[config.mk]
export PLATFORM = sky130hd
export DESIGN_NAME = regfile_sb_flat
export DESIGN_NICKNAME = d
export VERILOG_FILES = /design/src/rtl/regfile_sb_if.sv /design/src/rtl/regfile_sb.sv /design/src/flat_wrapper.sv
export SDC_FILE = /design/constraint.sdc
export NUM_CORES = 2
export LEC_CHECK = 0
export CORE_MARGIN = 4
export CORE_UTILIZATION = 49
export CTS_CLUSTER_DIAMETER = 150
export DETAILED_ROUTE_END_ITERATION = 16
export GPL_TIMING_DRIVEN = 0
export PLACE_DENSITY = 0.69
export SLEW_MARGIN = 25
export SYNTH_ARGS = -nofsm -noshare
export SYNTH_HDL_FRONTEND = slang
export SYNTH_SLANG_ARGS = --single-unit
[constraint.sdc]
create_clock -name clk -period 90.3 [get_ports clk]
set_input_delay 22.575 -clock clk [delete_from_list [all_inputs] [get_ports clk]]
set_output_delay 22.575 -clock clk [all_outputs]
set_load 0.005 [all_outputs]
[src/rtl/regfile_sb_if.sv]
// regfile_sb_if: decode/writeback-side bundle of the scoreboarded register file
interface regfile_sb_if #(parameter int XLEN = 32, parameter int NREGS = 32);
  localparam int AW = $clog2(NREGS);
  logic [AW-1:0] rs1, rs2, waddr, rsv_addr;
  logic [XLEN-1:0] rdata1, rdata2, wdata;
  logic rdy1, rdy2, we, rsv_en, clr_start, clr_busy;
  modport master (output rs1, rs2, we, waddr, wdata, rsv_en, rsv_addr, clr_start,
                  input rdata1, rdata2, rdy1, rdy2, clr_busy);
  modport slave (input rs1, rs2, we, waddr, wdata, rsv_en, rsv_addr, clr_start,
                 output rdata1, rdata2, rdy1, rdy2, clr_busy);
endinterface

[src/rtl/regfile_sb.sv]
// regfile_sb: 2R1W register file with pending-write scoreboard, bypass and sequential clear
module regfile_sb #(
  parameter int XLEN = 32,
  parameter int NREGS = 32,
  parameter int ZERO_REG = 1,
  parameter int BYPASS = 1
) (
  input logic clk,
  input logic rst,
  regfile_sb_if.slave bus
);
  localparam int AW = $clog2(NREGS);
  localparam bit ZR = ZERO_REG != 0;
  localparam bit BP = BYPASS != 0;
  typedef enum logic {IDLE, CLEAR} state_t;
  state_t state;
  logic [AW-1:0] cnt;
  logic [XLEN-1:0] regs [NREGS];
  logic [NREGS-1:0] pend;
  logic busy, z1, z2, byp1, byp2, wz, rz;
  assign busy = state == CLEAR;
  assign bus.clr_busy = busy;
  assign z1 = ZR && bus.rs1 == '0;
  assign z2 = ZR && bus.rs2 == '0;
  assign wz = ZR && bus.waddr == '0;
  assign rz = ZR && bus.rsv_addr == '0;
  assign byp1 = BP && bus.we && !busy && bus.waddr == bus.rs1 && !z1;
  assign byp2 = BP && bus.we && !busy && bus.waddr == bus.rs2 && !z2;
  assign bus.rdata1 = z1 ? '0 : byp1 ? bus.wdata : regs[bus.rs1];
  assign bus.rdata2 = z2 ? '0 : byp2 ? bus.wdata : regs[bus.rs2];
  assign bus.rdy1 = !pend[bus.rs1] || byp1;
  assign bus.rdy2 = !pend[bus.rs2] || byp2;
  // Later assignments win: reservation over writeback, clear over reservation
  always_ff @(posedge clk or posedge rst) begin
    if (rst) begin
      state <= IDLE;
      cnt <= '0;
      pend <= '0;
      for (int i = 0; i < NREGS; i++) regs[i] <= '0;
    end else if (state == IDLE) begin
      if (bus.we && !wz) regs[bus.waddr] <= bus.wdata;
      if (bus.we) pend[bus.waddr] <= 1'b0;
      if (bus.rsv_en && !rz) pend[bus.rsv_addr] <= 1'b1;
      if (bus.clr_start) begin
        state <= CLEAR;
        cnt <= '0;
        pend <= '0;
      end
    end else begin
      regs[cnt] <= '0;
      cnt <= cnt + 1'b1;
      if (cnt == AW'(NREGS - 1)) state <= IDLE;
    end
  end
endmodule

[src/flat_wrapper.sv]
// flat-port wrapper written by rule: the top's interface ports become plain ports
module regfile_sb_flat 
#(
  parameter int XLEN = 32,
  parameter int NREGS = 32,
  parameter int ZERO_REG = 1,
  parameter int BYPASS = 1
)
  (clk, rst, bus_rs1, bus_rs2, bus_we, bus_waddr, bus_wdata, bus_rsv_en, bus_rsv_addr, bus_clr_start, bus_rdata1, bus_rdata2, bus_rdy1, bus_rdy2, bus_clr_busy);
  regfile_sb_if #(.XLEN(XLEN), .NREGS(NREGS)) bus_i ();
  input logic clk;
  input logic rst;
  input wire logic [$bits(bus_i.rs1)-1:0] bus_rs1;
  input wire logic [$bits(bus_i.rs2)-1:0] bus_rs2;
  input wire logic [$bits(bus_i.we)-1:0] bus_we;
  input wire logic [$bits(bus_i.waddr)-1:0] bus_waddr;
  input wire logic [$bits(bus_i.wdata)-1:0] bus_wdata;
  input wire logic [$bits(bus_i.rsv_en)-1:0] bus_rsv_en;
  input wire logic [$bits(bus_i.rsv_addr)-1:0] bus_rsv_addr;
  input wire logic [$bits(bus_i.clr_start)-1:0] bus_clr_start;
  output wire logic [$bits(bus_i.rdata1)-1:0] bus_rdata1;
  output wire logic [$bits(bus_i.rdata2)-1:0] bus_rdata2;
  output wire logic [$bits(bus_i.rdy1)-1:0] bus_rdy1;
  output wire logic [$bits(bus_i.rdy2)-1:0] bus_rdy2;
  output wire logic [$bits(bus_i.clr_busy)-1:0] bus_clr_busy;
  assign bus_i.rs1 = bus_rs1;
  assign bus_i.rs2 = bus_rs2;
  assign bus_i.we = bus_we;
  assign bus_i.waddr = bus_waddr;
  assign bus_i.wdata = bus_wdata;
  assign bus_i.rsv_en = bus_rsv_en;
  assign bus_i.rsv_addr = bus_rsv_addr;
  assign bus_i.clr_start = bus_clr_start;
  assign bus_rdata1 = bus_i.rdata1;
  assign bus_rdata2 = bus_i.rdata2;
  assign bus_rdy1 = bus_i.rdy1;
  assign bus_rdy2 = bus_i.rdy2;
  assign bus_clr_busy = bus_i.clr_busy;
  regfile_sb #(.XLEN(XLEN), .NREGS(NREGS), .ZERO_REG(ZERO_REG), .BYPASS(BYPASS)) u_core (.clk(clk), .rst(rst), .bus(bus_i));
endmodule
==> out/metrics.csv <==
metric;value;unit
status;finished, final reports clean;
ant_nets;0;
slew_violations;0;
dieHeight;346.5;um
viasPerCell;8.142;
routed_wl;299.4;mm
crit_type;in2out;
end_kind;output pin;
p_leak;28.44;nW
cp.arrival;27.84;ns
holdWs;0.5135;ns
tns;0;ns
worstMarginPinSlew;1.361;ns
gp_congestion;1.069;
whs_endpoint;u_core.regs[1005];
synth.distinct_cells;62;
cts_buffers;116;
p_per_area;23.37;nW/um^2
worstHoldStart;u_core.regs[1005];
yosys_warnings;0;
antenna_found_initial;36;
drive_gt1_share;20.22;%
start_util;49.62;%
clkSinkCount;1062;
maxCapViolations;0;
postCtsHoldBufs;0;
postCtsSetupBuffers;0;
grt.total_usage;48.67;%
r2r_cells;6;
fin_nets;4685;
synth_cells;4392;
fp.dieArea;120000;sq um
final_area;64030;sq um
r2r_start;u_core.bus.clr_busy;
rsz0062_at_grt;no;
finalCritPeriodShare;55.83;%
grt_max_degree;100;
vias;51040;
ys_async_sr_fraction;100.0;%
rows;123;
critPathRequiredTime;67.72;ns
dp_slack;40.51;ns
fin_ws;39.89;ns
ys_ff_latch;1062;
post_cts_resize_count;0;
power;1.497;mW
overflow;0;
vdd_drop_max;0.01845;mV
fillers;9417;
hold_violations;0;
root_buffer;clkbuf_16;
synthesis.nets;4454;
multi_input_area;27240;sq um
syn_avg_cell_area;12.78;sq um
max_slew_margin;9.176;%
clock_latency;0.76;ns
cts_max_path_buffers;3;
whs_path_depth;1;
regArea;26580;sq um
r2r-end;u_core.regs[848];
firstDrtPassIters;8;
io_pins;124;
drc_errors;0;
dieWidth;346.5;um
r2r_slack;86.65;ns
seq_area_frac_synth;47.34;%
min_period;50.41;ns
cts.clk_slew.worst_paths;0.06;ns
cp_max_fo;10;
timing.fmax;0.01984;GHz
syn_area;56130;sq um
holdCritPathClass;reg2reg;
dpl_cell_area;59760;sq um
core-area;113100;sq um
drtIter0Drc;9536;
critPathLaunchType;input port;
layout-area-overhead-vs-synth;14.06;%
synth_edf_count;0;
dp_hpwl;205.8;mm
synth_top_flop_cell;dfrtp_1;
wire_per_inst;47.76;um
h-tree-depth;3;
fin_skew;0.03284;ns
cts_tree;done;
grt_pass1_vias;47440;
setup_viol;0;
grt_pass1_wl;403.3;mm
portBuffers;80;
-- flip-flops by register name, indices dropped and copies added (netlist names) --
signal,count
u_core.regs,1024
u_core.pend,32
u_core.cnt,5
u_core.bus.clr_busy,1
-- synthesized netlist by cell type, types with 32 or more instances --
cell | count | area share, %
dfrtp_1 | 1062 | 47
a22o_1 | 1012 | 16
clkbuf_1 | 367 | 2.5
mux4_2 | 354 | 14
mux2i_1 | 333 | 5.9
a22oi_1 | 133 | 1.8
nor2_1 | 104 | 0.70
buf_2 | 103 | 0.92
a21oi_1 | 93 | 0.83
nand2_1 | 88 | 0.59
o22ai_1 | 88 | 0.98
o21ai_0 | 80 | 0.71
mux2_2 | 71 | 1.4
and2_1 | 47 | 0.52
buf_1 | 43 | 0.29
a31oi_1 | 40 | 0.45
nand3_1 | 40 | 0.36
buf_4 | 36 | 0.48
nor2b_1 | 32 | 0.36
-- per-layer routing --
layer  track usage, %  vias up  wire, um
met1            58.03    25880     99380
met3            30.43     1496     54110
li1                 -    18050         -
met2            61.46     5592    114200
met4            37.87       28     30800
met5            6.436        -       864
-- stage by stage --
| stage | util [%] | instances |
|---|---|---|
| final | 56.60 | 6269 |
| after global routing | 56.54 | 6239 |
| after CTS | 56.47 | 6224 |
| after detailed placement | 52.83 | 6005 |
| after global placement | 51.99 | 5972 |
| after floorplan | - | 4392 |
-- final cells by class --
class,instances,share of cell area (%)
clock buffers,166,5.439
diodes,45,0.1759
multi-input cells,2751,42.55
flip-flops and latches,1062,41.51
inverters,6,0.04690
clock inverters,53,1.004
well taps,1500,2.931
plain buffers,573,4.127
repair buffers,113,2.218
-- where the power goes --
| part | internal (mW) | leakage, nW | switching (mW) |
|---|---|---|---|
| Combinational | 0.146 | 11.7 | 0.215 |
| Clock | 0.300 | 2.03 | 0.222 |
| Sequential | 0.548 | 14.7 | 0.0657 |
-- placed cells by master, fill, tap and decap left out, types with 88 or more instances in the layout --
cell type,Yosys,routed
dfrtp_1,1062,1062
a22o_1,1012,1012
mux4_2,354,354
clkbuf_1,367,346
mux2i_1,333,333
a22oi_1,133,133
clkbuf_16,0,117
buf_2,103,106
nand2_1,88,88
o22ai_1,88,88
-- cell families after synthesis --
group           synth area share [%]
compound gates                 22.19
xor+xnor                      0.1872
fa+ha+maj                     0.1115
buf+inv                        4.665
flops                          47.34
mux                            21.59
simple gates                   3.916
-- worst max path at each step --
| stage | startpoint | end | slack [ns] | cells past startpoint |
|---|---|---|---|---|
| final | bus_rs1[0] | bus_rdata1[29] | 39.89 | 9 |
| after global routing | bus_rs1[0] | bus_rdata1[29] | 40.11 | 9 |
| after detailed placement | bus_rs1[0] | bus_rdata1[29] | 40.51 | 9 |
| after floorplan | rst | u_core.bus.clr_busy | 37.83 | 1 |
| after CTS | bus_rs1[0] | bus_rdata1[29] | 40.49 | 9 |
| after global placement | rst | u_core.regs[145] | 24.79 | 2 |
-- critical path, stage by stage --
cell             delay (ns)
clkdlybuf4s50_1        0.61
buf_6                  0.27
buf_4                  0.43
buf_2                  0.74
nand2_1                0.74
o221ai_2               0.89
a221oi_1               0.13
o41ai_2                0.76
clkdlybuf4s50_1        0.64
No activity file was read; power rests on OpenSTA's default activity.
